### config.mk
export PLATFORM = sky130hd
export DESIGN_NAME = arrow_pool
export DESIGN_NICKNAME = d
export VERILOG_FILES = /design/src/rtl/arrow_pkg.sv /design/src/rtl/arrow_slot.sv /design/src/rtl/arrow_pool.sv
export SDC_FILE = /design/constraint.sdc
export NUM_CORES = 1
export LEC_CHECK = 0
export BUFFER_PORTS_ARGS = -buffer_cell sky130_fd_sc_hd__clkbuf_2
export CAP_MARGIN = 20
export CORE_MARGIN = 5
export CORE_UTILIZATION = 50
export DETAILED_ROUTE_END_ITERATION = 10
export PLACE_DENSITY = 0.71
export SLEW_MARGIN = 25
export SYNTH_ARGS = -nofsm -noshare
export SYNTH_HDL_FRONTEND = slang
export SYNTH_SLANG_ARGS = --single-unit
### constraint.sdc
create_clock -name clk -period 3.9 [get_ports clk]
set_clock_uncertainty 0.15 [all_clocks]
set_input_delay 0.195 -clock clk [delete_from_list [all_inputs] [get_ports clk]]
set_output_delay 0.195 -clock clk [all_outputs]
set_load 0.02 [all_outputs]
### src/rtl/arrow_pkg.sv
// Shared arrow definitions: directions, playfield centre, spawn points,
// shield windows and sprite colour.
package arrow_pkg;

    typedef enum logic [1:0] {
        DIR_DOWN  = 2'b00,
        DIR_UP    = 2'b01,
        DIR_RIGHT = 2'b10,
        DIR_LEFT  = 2'b11
    } dir_t;

    localparam logic [10:0] CENTRE_X     = 11'd512;
    localparam logic [9:0]  CENTRE_Y     = 10'd384;
    localparam logic [11:0] ARROW_COLOUR = 12'hF00;

    localparam logic [10:0] SPAWN_X_MID   = 11'd512;
    localparam logic [10:0] SPAWN_X_LEFT  = 11'd0;
    localparam logic [10:0] SPAWN_X_RIGHT = 11'd1024;
    localparam logic [9:0]  SPAWN_Y_TOP   = 10'd0;
    localparam logic [9:0]  SPAWN_Y_BOT   = 10'd720;
    localparam logic [9:0]  SPAWN_Y_MID   = 10'd384;

    localparam logic [9:0]  WIN_DOWN_LO  = 10'd288;
    localparam logic [9:0]  WIN_DOWN_HI  = 10'd320;
    localparam logic [9:0]  WIN_UP_LO    = 10'd440;
    localparam logic [9:0]  WIN_UP_HI    = 10'd472;
    localparam logic [10:0] WIN_RIGHT_LO = 11'd448;
    localparam logic [10:0] WIN_RIGHT_HI = 11'd480;
    localparam logic [10:0] WIN_LEFT_LO  = 11'd536;
    localparam logic [10:0] WIN_LEFT_HI  = 11'd568;

    function automatic logic [10:0] spawn_x(input dir_t d);
        case (d)
            DIR_RIGHT: return SPAWN_X_LEFT;
            DIR_LEFT:  return SPAWN_X_RIGHT;
            default:   return SPAWN_X_MID;
        endcase
    endfunction

    function automatic logic [9:0] spawn_y(input dir_t d);
        case (d)
            DIR_DOWN: return SPAWN_Y_TOP;
            DIR_UP:   return SPAWN_Y_BOT;
            default:  return SPAWN_Y_MID;
        endcase
    endfunction

    function automatic logic in_window(input dir_t d, input logic [10:0] x, input logic [9:0] y);
        case (d)
            DIR_DOWN:  return (y >= WIN_DOWN_LO) && (y <= WIN_DOWN_HI);
            DIR_UP:    return (y >= WIN_UP_LO) && (y <= WIN_UP_HI);
            DIR_RIGHT: return (x >= WIN_RIGHT_LO) && (x <= WIN_RIGHT_HI);
            default:   return (x >= WIN_LEFT_LO) && (x <= WIN_LEFT_HI);
        endcase
    endfunction

    function automatic logic at_centre(input dir_t d, input logic [10:0] x, input logic [9:0] y);
        case (d)
            DIR_DOWN:  return y >= CENTRE_Y;
            DIR_UP:    return y <= CENTRE_Y;
            DIR_RIGHT: return x >= CENTRE_X;
            default:   return x <= CENTRE_X;
        endcase
    endfunction

endpackage

### src/rtl/arrow_slot.sv
// One arrow slot: spawn load, per-frame movement, shield/centre resolution
// and sprite hit-test against the current pixel.
//
// state  | meaning
// S_IDLE | slot free, eligible for the next spawn
// S_FLY  | arrow live; moves one step per frame tick until blocked or hit
module arrow_slot
    import arrow_pkg::*;
#(
    parameter int WIDTH  = 8,
    parameter int HEIGHT = 32
) (
    input  logic        clk,
    input  logic        rst,
    input  logic        load,
    input  logic [1:0]  dir_in,
    input  logic [2:0]  speed_in,
    input  logic        tick,
    input  logic [1:0]  rotate_in,
    input  logic [10:0] hcount,
    input  logic [9:0]  vcount,
    output logic        fly,
    output logic        hit,
    output logic        blk,
    output logic        on_pixel
);

    localparam logic [0:0] S_IDLE = 1'b0;
    localparam logic [0:0] S_FLY  = 1'b1;

    logic [0:0]  state;
    logic [10:0] x;
    logic [9:0]  y;
    dir_t        dir;
    logic [4:0]  step;

    assign fly = (state == S_FLY);

    // Shield takes priority over the centre test on the same tick.
    assign blk = fly && tick && (dir_t'(rotate_in) == dir) && in_window(dir, x, y);
    assign hit = fly && tick && !blk && at_centre(dir, x, y);

    assign on_pixel = fly
        && ({1'b0, hcount} >= {1'b0, x})
        && ({1'b0, hcount} <= ({1'b0, x} + 12'(WIDTH)))
        && ({1'b0, vcount} >= {1'b0, y})
        && ({1'b0, vcount} <= ({1'b0, y} + 11'(HEIGHT)));

    always_ff @(posedge clk) begin
        if (rst) begin
            state <= S_IDLE;
            x     <= '0;
            y     <= '0;
            dir   <= DIR_DOWN;
            step  <= '0;
        end else begin
            case (state)
                S_IDLE: begin
                    if (load) begin
                        state <= S_FLY;
                        x     <= spawn_x(dir_t'(dir_in));
                        y     <= spawn_y(dir_t'(dir_in));
                        dir   <= dir_t'(dir_in);
                        step  <= {({1'b0, speed_in} + 4'd1), 1'b0};
                    end
                end
                S_FLY: begin
                    if (tick) begin
                        if (blk || hit) begin
                            state <= S_IDLE;
                        end else begin
                            case (dir)
                                DIR_DOWN:  y <= y + {5'd0, step};
                                DIR_UP:    y <= y - {5'd0, step};
                                DIR_RIGHT: x <= x + {6'd0, step};
                                default:   x <= x - {6'd0, step};
                            endcase
                        end
                    end
                end
                default: state <= S_IDLE;
            endcase
        end
    end

endmodule

### src/rtl/arrow_pool.sv
// Pool of N_ARROWS arrow slots with spawn allocation, event pulses and sprite output.
// Define ARROW_POOL_SCORE_EN to enable the saturating blocked_count score.
module arrow_pool
    import arrow_pkg::*;
#(
    parameter int N_ARROWS = 4,
    parameter int WIDTH    = 8,
    parameter int HEIGHT   = 32
) (
    input  logic                clk,
    input  logic                rst,
    input  logic [10:0]         hcount_in,
    input  logic [9:0]          vcount_in,
    input  logic                spawn_valid,
    output logic                spawn_ready,
    input  logic [1:0]          spawn_dir,
    input  logic [2:0]          spawn_speed,
    input  logic [1:0]          rotate_in,
    output logic [11:0]         pixel_out,
    output logic                valid_out,
    output logic                hit_player,
    output logic                blocked,
    output logic [N_ARROWS-1:0] hit_mask,
    output logic [3:0]          active_count,
    output logic [15:0]         blocked_count
);

    logic                tick;
    logic [N_ARROWS-1:0] fly;
    logic [N_ARROWS-1:0] load;
    logic [N_ARROWS-1:0] hit_evt;
    logic [N_ARROWS-1:0] blk_evt;
    logic [N_ARROWS-1:0] on_pix;
    logic                found;

    assign tick        = (hcount_in == 11'd0) && (vcount_in == 10'd0);
    assign spawn_ready = ~&fly;

    // Allocation looks at current state only, so a slot ending on this tick is not eligible yet.
    always_comb begin
        load  = '0;
        found = 1'b0;
        for (int i = 0; i < N_ARROWS; i++) begin
            if (!fly[i] && !found) begin
                load[i] = spawn_valid;
                found   = 1'b1;
            end
        end
    end

    for (genvar g = 0; g < N_ARROWS; g++) begin : g_slot
        arrow_slot #(
            .WIDTH  (WIDTH),
            .HEIGHT (HEIGHT)
        ) u_slot (
            .clk       (clk),
            .rst       (rst),
            .load      (load[g]),
            .dir_in    (spawn_dir),
            .speed_in  (spawn_speed),
            .tick      (tick),
            .rotate_in (rotate_in),
            .hcount    (hcount_in),
            .vcount    (vcount_in),
            .fly       (fly[g]),
            .hit       (hit_evt[g]),
            .blk       (blk_evt[g]),
            .on_pixel  (on_pix[g])
        );
    end

    always_comb begin
        active_count = '0;
        for (int i = 0; i < N_ARROWS; i++) begin
            active_count = active_count + {3'b000, fly[i]};
        end
    end

    assign valid_out = |on_pix;
    assign pixel_out = valid_out ? ARROW_COLOUR : 12'h000;

    always_ff @(posedge clk) begin
        if (rst) begin
            hit_player <= 1'b0;
            blocked    <= 1'b0;
            hit_mask   <= '0;
        end else begin
            hit_player <= |hit_evt;
            blocked    <= |blk_evt;
            hit_mask   <= hit_evt;
        end
    end

`ifdef ARROW_POOL_SCORE_EN
    logic [3:0]  n_blk;
    logic [16:0] score_sum;
    logic [15:0] score;

    always_comb begin
        n_blk = '0;
        for (int i = 0; i < N_ARROWS; i++) begin
            n_blk = n_blk + {3'b000, blk_evt[i]};
        end
        score_sum = {1'b0, score} + {13'd0, n_blk};
    end

    always_ff @(posedge clk) begin
        if (rst) begin
            score <= '0;
        end else begin
            score <= score_sum[16] ? 16'hFFFF : score_sum[15:0];
        end
    end

    assign blocked_count = score;
`else
    assign blocked_count = 16'h0000;
`endif

endmodule

Word level (Yosys, flattened, before mapping)
Index checks and enable logic that the tools add are counted.

Logic and storage cells: 325. Register bits after elaboration: 118. Output and inout bits: 40.

Order comparisons: 64. Reduce and logical (&&, ||, !) cells: 97. Bitwise operators: 4. Add/subtract/negate cells: 28. Eq/ne operators: 35. Mux-type cells: 74.

Operators with widths (number): $pmux W11 S2 (9); $pmux W10 S2 (9); $mux W11 (12); $ge A10 B9 Y1 const B (12); $le A10 B9 Y1 const B (12); $mux W10 (12); $ge A11 B10 Y1 const B (8); $le A11 B10 Y1 const B (8); $logic_and A1 B1 Y1 (56); $add A11 B4 Y12 const B (4); $le A11 B12 Y1 (4); $add A10 B6 Y11 const B (4); $add A11 B5 Y11 (4); $ge A11 B11 Y1 (4); $ge A11 B9 Y1 const B (4); $le A10 B11 Y1 (4); $le A11 B9 Y1 const B (4); $sub A11 B5 Y11 (4); $add A10 B5 Y10 (4); $ge A10 B10 Y1 (4); $sub A10 B5 Y10 (4); $reduce_and A4 Y1 (9); $pmux W1 S3 (8); $ne A2 B2 Y1 const B (11); 21 further kinds (88).

Depth between registers and ports, before layout
Gate-level depths: netlist of the first run.

Depth after elaboration: 12. Gate-level depth with buffers: 14. Depth with buffers taken out: 13.

Hierarchy
From an unflattened synthesis of the first run, not the netlist that was laid out.

Cell total of the unflattened synthesis: 1806. Area total of the unflattened synthesis: 14219.9 µm².

By module, submodules not included: arrow_slot (g_slot[1].u_slot ...) (seq. area each 520.5 µm², area an instance 3433.3 µm², cells an instance 442, times used 2); arrow_slot (g_slot[3].u_slot) (seq. area each 520.5 µm², area an instance 3477.1 µm², cells an instance 436, times used 1); arrow_slot (g_slot[0].u_slot) (seq. area each 520.5 µm², area an instance 3305.7 µm², cells an instance 418, times used 1); arrow_pool (seq. area each 120.1 µm², area an instance 570.5 µm², cells an instance 68, times used 1).

Worst setup path after synthesis of the first run
No wires, ideal clock.

Path type: register -> output. Start point: register g_slot[2].u_slot.x[5]. End point: output port pixel_out[10]. Arrival time: 3.056 ns. Slack: 0.499 ns. Path buffers: 2. Required time: 3.555 ns. Stages on the path, launching flop included: 15. Cells stage by stage: dfxtp_1 clkbuf_1 inv_1 nor4_1 nand2_1 xnor2_1 ha_1 nand4_1 nor2_1 nor3_1 and3_1 o221ai_1 or4_1 nand4_1 buf_4.

Cells in the longest elaborated chain, start to end: 7. Elaborated cells on any way between the ends: 9. Those cells by class: add/sub: 1; order compare: 2; mux: 1; reduce/logical: 5.

RTL lines: start: declaration (RTL line arrow_slot.sv:32) `logic [10:0] x;`; start signal: assignment (RTL line arrow_slot.sv:61) `x <= spawn_x(dir_t'(dir_in));`; start signal: assignment (RTL line arrow_slot.sv:75) `DIR_RIGHT: x <= x + {6'd0, step};`; start signal: assignment (RTL line arrow_slot.sv:76) `default: x <= x - {6'd0, step};`; $add A11 B4 Y12 / $ge A11 B11 Y1 (equally long branches) (RTL line arrow_slot.sv:45, arrow_slot.sv:44); $le A11 B12 Y1 / $logic_and A1 B1 Y1 (equally long branches) (RTL line arrow_slot.sv:45, arrow_slot.sv:44); $logic_and A1 B1 Y1 (*) (RTL line arrow_slot.sv:45) `&& ({1'b0, hcount} <= ({1'b0, x} + 12'(WIDTH)))`; $logic_and A1 B1 Y1 (*) (RTL line arrow_slot.sv:46) `&& ({1'b0, vcount} >= {1'b0, y})`; $logic_and A1 B1 Y1 (*) (RTL line arrow_slot.sv:47) `&& ({1'b0, vcount} <= ({1'b0, y} + 11'(HEIGHT)));`; $reduce_or A4 Y1 (*) (RTL line arrow_pool.sv:79) `assign valid_out = |on_pix;`; net valid_out (RTL line arrow_pool.sv:20) `output logic valid_out,`; $mux W12 (*) (RTL line arrow_pool.sv:80) `assign pixel_out = valid_out ? ARROW_COLOUR : 12'h000;`; end: declaration (RTL line arrow_pool.sv:19) `output logic [11:0] pixel_out,`.

The timed path passes the listed nets; every way through them passes the cells marked *.

Worst setup path after layout of the first run
Start point: register g_slot[2].u_slot.x[8]. End point: output port pixel_out[8].

Cells in the longest elaborated chain, start to end: 7. Elaborated cells on any way between the ends: 9. Those cells by class: add/sub: 1; order compare: 2; mux: 1; reduce/logical: 5.

RTL lines (RTL line): $add A11 B4 Y12 / $ge A11 B11 Y1 (equally long branches) (arrow_slot.sv:45, arrow_slot.sv:44); $le A11 B12 Y1 / $logic_and A1 B1 Y1 (equally long branches) (arrow_slot.sv:45, arrow_slot.sv:44); $logic_and A1 B1 Y1 (*) (arrow_slot.sv:45); $logic_and A1 B1 Y1 (*) (arrow_slot.sv:46); $logic_and A1 B1 Y1 (*) (arrow_slot.sv:47); $reduce_or A4 Y1 (*) (arrow_pool.sv:79); $mux W12 (*) (arrow_pool.sv:80).

Mark *: on every way between the ends. The rest lies on a longest branch, timed or not.

==> flow_summary.yaml, run 1 <==
status:
  status: "completed"
setup_path:
  end_kind: "output pin"
  r2r_slack_ns: 0.48
  worstRegToRegCells: 10
  reg2reg_from: "g_slot[2].u_slot.dir[1]$_SDFFE_PP0P_"
  worst_setup_path_start_kind: "flop"
  critPathMaxFanout: 6
  timing.rr.end: "g_slot[2].u_slot.x[10]$_SDFFE_PP0P_"
  worstPathArrival_ns: 3.37
  cp.required_ns: 3.56
  critPathKind: "flop to output pin"
global_routing:
  antenna_found_initial: 0
  grt_pass1_vias: 12300
  grtUsageTotal: 0.256
  grt_max_degree: 46
  grt_overflow: 0
  grt_pass1_wl_um: 64000
finish:
  antenna_cells: 0
  fin_cells: 2106
  layout_common_cells: "228 x ha_1, 146 x nor2_1, 136 x inv_1"
  final_nets: 2032
  syn2layout_area_growth_pct: 5.71
  final_layout_size_suffix_gt1_frac: 0.0929
  final_common_cell: "ha_1"
  fill_cells: 2541
cts:
  clkSinkCount: 110
  htreeDepth: 3
  clockRootBuffer: "clkbuf_16"
  ctsHoldBuffers: 0
  clock_path_buffers: 2
  cts_tree: "yes"
  clk_pin_slew_ns: 0.08
  cts_buffers: 9
  insertion_delay_ns: 0.36
die:
  rows: 60
  ios: 71
  dieArea_um2: 30300
  die_w_um: 174
  initial_core_util: 0.504
  core_um2: 26700
  die_y_um: 174
synthesis:
  synth_edf_count: 0
  synth.top_cells.by_area: "ha_1 21%, dfxtp_1 16%, xnor2_1 4.5%"
  yosysWarnings: 0
  seq_area_frac_synth: 0.163
  synth_top_area_cell: "ha_1"
  synth.avg_cell_area_um2: 7.72
  synthCells: 1746
  synth-main-ff-cell: "dfxtp_1"
  netlist_area_um2: 13500
  async_flop_share: 0
  synth.distinct_cells: 102
  yosysTopAreaCellShare: 0.213
  synth-seq-cells: 110
timing:
  final_max_slew_viol_count: 0
  setup-tns-final_ns: 0
  setup_viol: 0
  fin_ws_ns: 0.181
  worst_pin_slew_ns: 1.05
  slew_headroom: 0.298
  finalHoldViolations: 0
  clock.fmax_ghz: 0.269
  timing.hold.ws_ns: 0.0896
  min_period_ns: 3.72
  period_share: 0.954
worst_hold_path:
  worstHoldPathType: "primary input to flop"
  hold_start: "rst"
  whs_path_depth: 2
  min_to: "g_slot[2].u_slot.x[1]$_SDFFE_PP0P_"
detailed_routing:
  first_pass_iters: 5
  wl_per_cell_um: 19.0
  dr_total_vias: 13000
  drc: 0
  antenna_left: 0
  via_per_inst: 6.16
  drtIter0Drc: 1149
  drt_wl_total_um: 40100
run:
  cap_violations: 0
placement:
  gp_congestion: 0.929
  dp_hpwl_um: 30400
  post-place-ws_ns: 0.235
  dp_cells: 2091
  port_buffers: 45
power_and_ir_drop:
  cellPowerDensity_nw_per_um2: 218
  power.leakage_nw: 5.61
  finalPower_mw: 3.11
  ir_drop_mv: 0.209
worst max-delay path, stage by stage (launching register included):
cell	delay, ns
dfxtp_4	0.38
inv_1	0.08
nor4_4	0.33
nand2_1	0.14
xnor2_2	0.16
ha_1	0.29
nand4_1	0.11
nor2_1	0.06
nor3_1	0.14
and3_1	0.18
o221ai_1	0.11
or4_4	0.52
nand4_1	0.29
buf_4	0.21
cell usage after synthesis (12+ instances only):
cell,count
a2111oi_0,12
a211oi_1,36
a21o_1,13
a21oi_1,114
a221oi_1,13
a31oi_1,17
and3_1,17
buf_2,14
buf_4,32
clkbuf_1,40
dfxtp_1,110
ha_1,230
inv_1,137
nand2_1,130
nand2b_1,29
nand3_1,67
nand4_1,25
nor2_1,146
nor2b_1,31
nor3_1,50
nor4_1,24
o211ai_1,16
o21a_1,28
o21ai_0,77
o31ai_1,16
or3_1,17
xnor2_1,70
xor2_1,24
worst max path at each step:
stage	from	end	slack, ns
after floorplan	g_slot[2].u_slot.x[5]$_SDFFE_PP0P_	pixel_out[10]	0.50
after global placement	g_slot[2].u_slot.x[5]$_SDFFE_PP0P_	pixel_out[9]	0.32
after detailed placement	g_slot[2].u_slot.x[5]$_SDFFE_PP0P_	valid_out	0.23
after CTS	g_slot[3].u_slot.y[5]$_SDFFE_PP0P_	valid_out	0.003
after global routing	g_slot[2].u_slot.x[8]$_SDFFE_PP0P_	pixel_out[8]	-0.01
final	g_slot[2].u_slot.x[8]$_SDFFE_PP0P_	pixel_out[8]	0.18
per-stage QoR:
stage / utilization / instance area [um2]
floorplan: - / 13600
global placement: 0.521 / 13900
detailed placement: 0.521 / 13900
CTS: 0.530 / 14200
global route: 0.533 / 14200
finish: 0.533 / 14200
final cells by class:
type / count / area, um2 / area share
clock buffers: 11 / 233 / 0.0163
clock inverters: 3 / 22.5 / 0.00158
multi-input cells: 1427 / 10400 / 0.727
flip-flops and latches: 110 / 2220 / 0.156
well taps: 341 / 427 / 0.0299
repair buffers: 75 / 463 / 0.0325
inverters: 139 / 522 / 0.0366
metal layers:
metal | vias to the layer above | GRT usage | wire [um]
met1 | 6087 | 0.344 | 18000
met3 | 98 | 0.0439 | 2690
li1 | 6335 | - | -
met5 | - | 0 | 0
met4 | 0 | 0.0983 | 1740
met2 | 449 | 0.410 | 17700
flip-flops by register name, indices dropped and copies added, names as in the netlist:
signal              flops
g_slot.u_slot.dir       8
blocked                 1
hit_player              1
g_slot.u_slot.x        40
g_slot.u_slot.fly       4
g_slot.u_slot.y        36
g_slot.u_slot.step     16
hit_mask                4
cell families after synthesis:
logic type / synth area share
multiplexers: 0.0151
XOR/XNOR: 0.0611
flip-flops: 0.163
adder cells (fa/ha/maj): 0.227
buffers and inverters: 0.0777
other: 0.000278
AND/OR/NAND/NOR: 0.232
AO/OA/AOI/OAI: 0.224
power breakdown:
part / switching (mW) / total (mW) / internal (mW)
registers: 0.0534 / 1.20 / 1.14
clock network: 0.461 / 0.893 / 0.432
logic: 0.605 / 1.02 / 0.414
repair_timing:
action                     CTS  global route
pin swaps                    1             4
buffers inserted             0             1
gates cloned                 0             0
setup endpoints to repair    5             5
gates resized for setup      3            31
Note: power is estimated with default switching activity, not from simulation.
==> run 2: changes to the inputs <==
--- a/config.mk
+++ b/config.mk
@@ -10,7 +10,7 @@
 export CORE_MARGIN = 5
 export CORE_UTILIZATION = 50
 export DETAILED_ROUTE_END_ITERATION = 10
-export PLACE_DENSITY = 0.71
+export PLACE_DENSITY_LB_ADDON = 0.12
 export SLEW_MARGIN = 25
 export SYNTH_ARGS = -nofsm -noshare
 export SYNTH_HDL_FRONTEND = slang
==> flow_summary.yaml, run 2 (synthesis results as in run 1) <==
setup_path:
  worstPathArrival_ns: 3.32
  worst_setup_path_start_kind: "flop"
  cpPeakStageDelay_ns: 0.50
  end_kind: "output pin"
  cpMaxStageDelayCell: "or4_1"
  crit_chain: "inv_1, nor4_4, nand2_1, xnor2_1, ha_1, nand4_1, nor2_1, nor3_1, and3_1, o221ai_1, or4_1, nand4_1, buf_4"
  critPathTopFamily: "simple AND/OR/NAND/NOR gates"
  crit_buf_inv: 2
  r2r_slack_ns: 0.43
  critPathKind: "flop to output pin"
  cp_num_cells: 13
  cp.required_ns: 3.56
  startpoint: "g_slot[2].u_slot.x[5]$_SDFFE_PP0P_"
  reg2reg_from: "g_slot[1].u_slot.step[1]$_SDFFE_PP0P_"
  critPathMostFrequentCell: "nand4_1"
  critPathMaxFanout: 9
  worstRegToRegCells: 12
  timing.rr.end: "g_slot[1].u_slot.x[9]$_SDFFE_PP0P_"
  endpoint: "valid_out"
die:
  die_y_um: 174
  core_um2: 26700
  dieArea_um2: 30300
  rows: 60
  ios: 71
  die_w_um: 174
  initial_core_util: 0.504
global_routing:
  antenna_found_initial: 1
  grtUsageTotal: 0.276
  grt_pass1_wl_um: 67700
  grt_max_degree: 52
  grt_pass1_vias: 12400
  grt_overflow: 0
power_and_ir_drop:
  power.leakage_nw: 5.66
  ir_drop_mv: 0.191
  cellPowerDensity_nw_per_um2: 228
  combPwrFrac: 0.320
  clockPowerShare: 0.314
  p_sw_mw: 1.19
  seqPwrFrac: 0.366
  p_int_mw: 2.09
  swShare: 0.363
timing:
  min_period_ns: 3.66
  worst_pin_slew_ns: 0.993
  final_max_slew_viol_count: 0
  clock.fmax_ghz: 0.273
  setup_viol: 0
  finalHoldViolations: 0
  period_share: 0.939
  slew_headroom: 0.338
detailed_routing:
  antenna_left: 0
  first_pass_iters: 5
  via_per_inst: 6.18
  drc: 0
  dr_total_vias: 13100
  drt_wl_total_um: 43000
  wl_per_cell_um: 20.4
  drtIter0Drc: 966
finish:
  reg.largest.list: "g_slot.u_slot.x: 40 flops, g_slot.u_slot.y: 36 flops, g_slot.u_slot.step: 16 flops"
  fin_cells: 2113
  largest_reg_flops: 40
  regMostFlops: "g_slot.u_slot.x"
  final_nets: 2036
  layout_common_cells: "229 x ha_1, 144 x nor2_1, 137 x inv_1"
  final_area_um2: 14300
  final_layout_size_suffix_gt1_frac: 0.0966
  finish.utilization: 0.536
  final_common_cell: "ha_1"
  syn2layout_area_growth_pct: 6.35
cts:
  insertion_delay_ns: 0.37
  clk_pin_slew_ns: 0.09
  cts_tree: "yes"
  clock_path_buffers: 2
  htreeDepth: 3
  cts_buffers: 9
  clockRootBuffer: "clkbuf_16"
  clkSinkCount: 110
  ctsHoldBuffers: 0
run:
  cap_violations: 0
status:
  status: "completed"
placement:
  port_buffers: 45
  gp_congestion: 0.910
  dp_hpwl_um: 32500
  post_dp_cell_area_um2: 14000
  dp_cells: 2096
worst_hold_path:
  worstHoldPathType: "primary input to flop"
## run 2: changes by cell type in the layout (fill, tap and decap cells not counted), moves of 2 or more
cell | before | now
buf_4 | 35 | 40
clkbuf_1 | 2 | 0
clkinv_4 | 1 | 3
nor2_1 | 146 | 144
nor2_2 | 0 | 2
## run 2: through the flow
step	TNS (ns)	setup WS (ns)	hold slack (ns)	total power, mW
detailed placement	0	0.316	0.331	2.25
global placement	0	0.353	0.331	2.24
finish	0	0.238	0.140	3.27
CTS	0	0.0334	0.132	3.27
global route	-0.0265	-0.00681	0.146	3.45
floorplan	0	0.499	0.141	1.97
## run 2: repair_timing
item / CTS / global route
resized for setup: 2 / 29
setup buffers: 0 / 0
endpoints found under the hold margin: 0 / 0
endpoints found under the setup margin: 5 / 5
pin swaps: 0 / 1
## run 2: worst min-delay path by stage
stage | slack, ns | endpoint | startpoint | depth (start not counted)
global placement | 0.33 | g_slot[2].u_slot.step[2]$_SDFFE_PP0P_ | g_slot[2].u_slot.step[2]$_SDFFE_PP0P_ | 2
detailed placement | 0.33 | g_slot[3].u_slot.dir[1]$_SDFFE_PP0P_ | g_slot[3].u_slot.dir[1]$_SDFFE_PP0P_ | 2
global route | 0.15 | g_slot[3].u_slot.step[1]$_SDFFE_PP0P_ | spawn_speed[0] | 2
finish | 0.14 | g_slot[3].u_slot.step[1]$_SDFFE_PP0P_ | spawn_speed[0] | 2
floorplan | 0.14 | g_slot[2].u_slot.step[1]$_SDFFE_PP0P_ | spawn_speed[0] | 1
CTS | 0.13 | g_slot[1].u_slot.step[1]$_SDFFE_PP0P_ | spawn_speed[0] | 2
## run 2: area by class of cell
cell class | count | area, um2
clock buffer | 10 | 239
tap | 341 | 427
fill | 2628 | 12400
timing repair buffer | 79 | 495
multi-input combinational | 1427 | 10400
sequential | 110 | 2220
inverter | 139 | 522
clock inverter | 6 | 70.1
antenna | 1 | 2.50
## run 2: power groups by stage
stage / logic [mW] / clock network [mW] / registers, mW
finish: 1.05 / 1.03 / 1.20
global route: 1.16 / 1.08 / 1.20
CTS: 1.04 / 1.03 / 1.20
detailed placement: 1.03 / 0 / 1.22
global placement: 1.01 / 0 / 1.22
floorplan: 0.777 / 0 / 1.20
## run 2: routing by layer
metal,vias to the layer above,wire length [um],GRT usage
met5,-,0,0
met4,0,1580,0.104
met3,90,2980,0.0465
met2,457,19500,0.450
met1,6151,18900,0.365
li1,6360,-,-
## run 2: worst register-to-register path, cell delays in order (launching register included)
cell	delay (ns)
dfxtp_1	0.48
inv_1	0.08
ha_1	0.24
nor2_1	0.14
xor2_1	0.18
ha_1	0.30
nor2b_1	0.16
o31ai_1	0.36
a21oi_1	0.16
o21ai_0	0.27
or4b_2	0.62
o2111ai_1	0.12
mux2i_1	0.09
==> run 3: changes to the inputs <==
--- a/config.mk
+++ b/config.mk
@@ -7,8 +7,9 @@
 export LEC_CHECK = 0
 export BUFFER_PORTS_ARGS = -buffer_cell sky130_fd_sc_hd__clkbuf_2
 export CAP_MARGIN = 20
+export CORE_ASPECT_RATIO = 0.75
 export CORE_MARGIN = 5
-export CORE_UTILIZATION = 50
+export CORE_UTILIZATION = 60
 export DETAILED_ROUTE_END_ITERATION = 10
 export PLACE_DENSITY_LB_ADDON = 0.12
 export SLEW_MARGIN = 25
==> constraint.sdc (replaced) <==
create_clock -name clk -period 4.55 [get_ports clk]
set_clock_uncertainty 0.15 [all_clocks]
set_input_delay 0.2275 -clock clk [delete_from_list [all_inputs] [get_ports clk]]
set_output_delay 0.2275 -clock clk [all_outputs]
set_load 0.02 [all_outputs]
==> flow_summary.yaml, run 3 (synthesis results as in run 1) <==
cts:
  htreeDepth: 3
  insertion_delay_ns: 0.37
  ctsHoldBuffers: 0
  clockRootBuffer: "clkbuf_16"
  clk_pin_slew_ns: 0.08
  clock_path_buffers: 2
  cts_tree: "yes"
  clkSinkCount: 110
  cts_buffers: 9
  cts_setup_buffers: 0
  cts_resized: 0
detailed_routing:
  wl_per_cell_um: 20.4
  dr_total_vias: 13100
  drc: 0
  antenna_left: 0
  drtIter0Drc: 1510
  drt_wl_total_um: 41900
  via_per_inst: 6.42
  first_pass_iters: 8
timing:
  timing.hold.ws_ns: 0.0613
  slew_headroom: 0.266
  worst_pin_slew_ns: 1.09
  final_max_slew_viol_count: 0
  period_share: 0.907
  rsz0062_at_grt: "false"
  min_period_ns: 4.13
  finalHoldViolations: 0
  clock.fmax_ghz: 0.242
  setup_viol: 0
  setup-tns-final_ns: 0
placement:
  dp_hpwl_um: 32200
  port_buffers: 45
  gp_congestion: 0.945
setup_path:
  end_kind: "output pin"
  worst_setup_path_start_kind: "flop"
  cp.required_ns: 4.17
  r2r_slack_ns: 0.90
  critPathKind: "flop to output pin"
  worstRegToRegCells: 11
  critPathMaxFanout: 12
  worstPathArrival_ns: 3.75
global_routing:
  grt_pass1_wl_um: 65400
  antenna_found_initial: 0
  grtUsageTotal: 0.317
  grt_max_degree: 59
  grt_pass1_vias: 11800
  grt_overflow: 0
finish:
  layout_common_cells: "230 x ha_1, 146 x nor2_1, 137 x inv_1"
  regMostFlops: "g_slot.u_slot.x"
  antenna_cells: 0
  fill_cells: 2005
  syn2layout_area_growth_pct: 4.45
  final_layout_size_suffix_gt1_frac: 0.0770
  largest_reg_flops: 40
  reg.largest.list: "g_slot.u_slot.x: 40 flops, g_slot.u_slot.y: 36 flops, g_slot.u_slot.step: 16 flops"
  final_common_cell: "ha_1"
  final_nets: 2021
  multiInputGateArea_um2: 10300
  regArea_um2: 2200
die:
  core_um2: 22100
  initial_core_util: 0.610
  dieArea_um2: 25600
  die_y_um: 140
  die_w_um: 183
  rows: 47
  ios: 71
power_and_ir_drop:
  ir_drop_mv: 0.163
  cellPowerDensity_nw_per_um2: 198
  finalPower_mw: 2.78
  power.leakage_nw: 5.55
status:
  status: "completed"
run:
  cap_violations: 0
worst_hold_path:
  worstHoldPathType: "primary input to flop"
  whs_path_depth: 2
-- run 3: per-stage QoR --
stage          cell area, um2  worst slack [ns]  instances  utilization
6_report                14100             0.424       2047        0.637
5_1_grt                 14100             0.198       2047        0.637
4_1_cts                 14100             0.468       2047        0.637
3_5_place_dp            13800             0.870       2034        0.623
3_3_place_gp            13800              1.03       2034        0.623
2_1_floorplan           13600              1.12       1770            -
-- run 3: final timing paths --
path | startpoint | to
worst min-delay path | spawn_speed[0] | g_slot[2].u_slot.step[1]$_SDFFE_PP0P_
worst min register to register | g_slot[0].u_slot.step[2]$_SDFFE_PP0P_ | g_slot[0].u_slot.step[2]$_SDFFE_PP0P_
worst max-delay path | g_slot[3].u_slot.y[5]$_SDFFE_PP0P_ | pixel_out[8]
worst max register to register | g_slot[1].u_slot.dir[1]$_SDFFE_PP0P_ | g_slot[1].u_slot.x[9]$_SDFFE_PP0P_
-- run 3: critical path, stage by stage, from the launching register on --
cell       delay [ns]
dfxtp_1          0.58
ha_1             0.26
nand3_1          0.10
xnor2_1          0.15
ha_1             0.31
nand4b_1         0.09
or4_1            0.48
o221ai_1         0.09
a21oi_1          0.08
a2111oi_0        0.48
buf_4            0.23
o211ai_1         0.09
nand4_1          0.22
clkbuf_2         0.22
-- run 3: metal layers --
| metal | track usage | vias to the layer above | share of wire |
|---|---|---|---|
| met5 | 0 | - | 0 |
| met3 | 0.101 | 62 | 0.13 |
| li1 | - | 6327 | - |
| met4 | 0.0580 | 0 | 0.017 |
| met2 | 0.432 | 702 | 0.39 |
| met1 | 0.486 | 6058 | 0.47 |
-- run 3: final cells by class --
| class | instances | area share |
|---|---|---|
| timing repair buffer | 64 | 0.0263 |
| inverter | 139 | 0.0371 |
| clock inverter | 1 | 0.00213 |
| tap | 294 | 0.0261 |
| clock buffer | 12 | 0.0189 |
| sequential | 110 | 0.156 |
| multi-input combinational | 1427 | 0.733 |
-- run 3: power breakdown --
group	internal (mW)	leakage [nW]	switching, mW	total, mW
registers	0.983	0.890	0.0481	1.03
logic	0.350	4.51	0.541	0.890
clock network	0.465	0.147	0.394	0.860
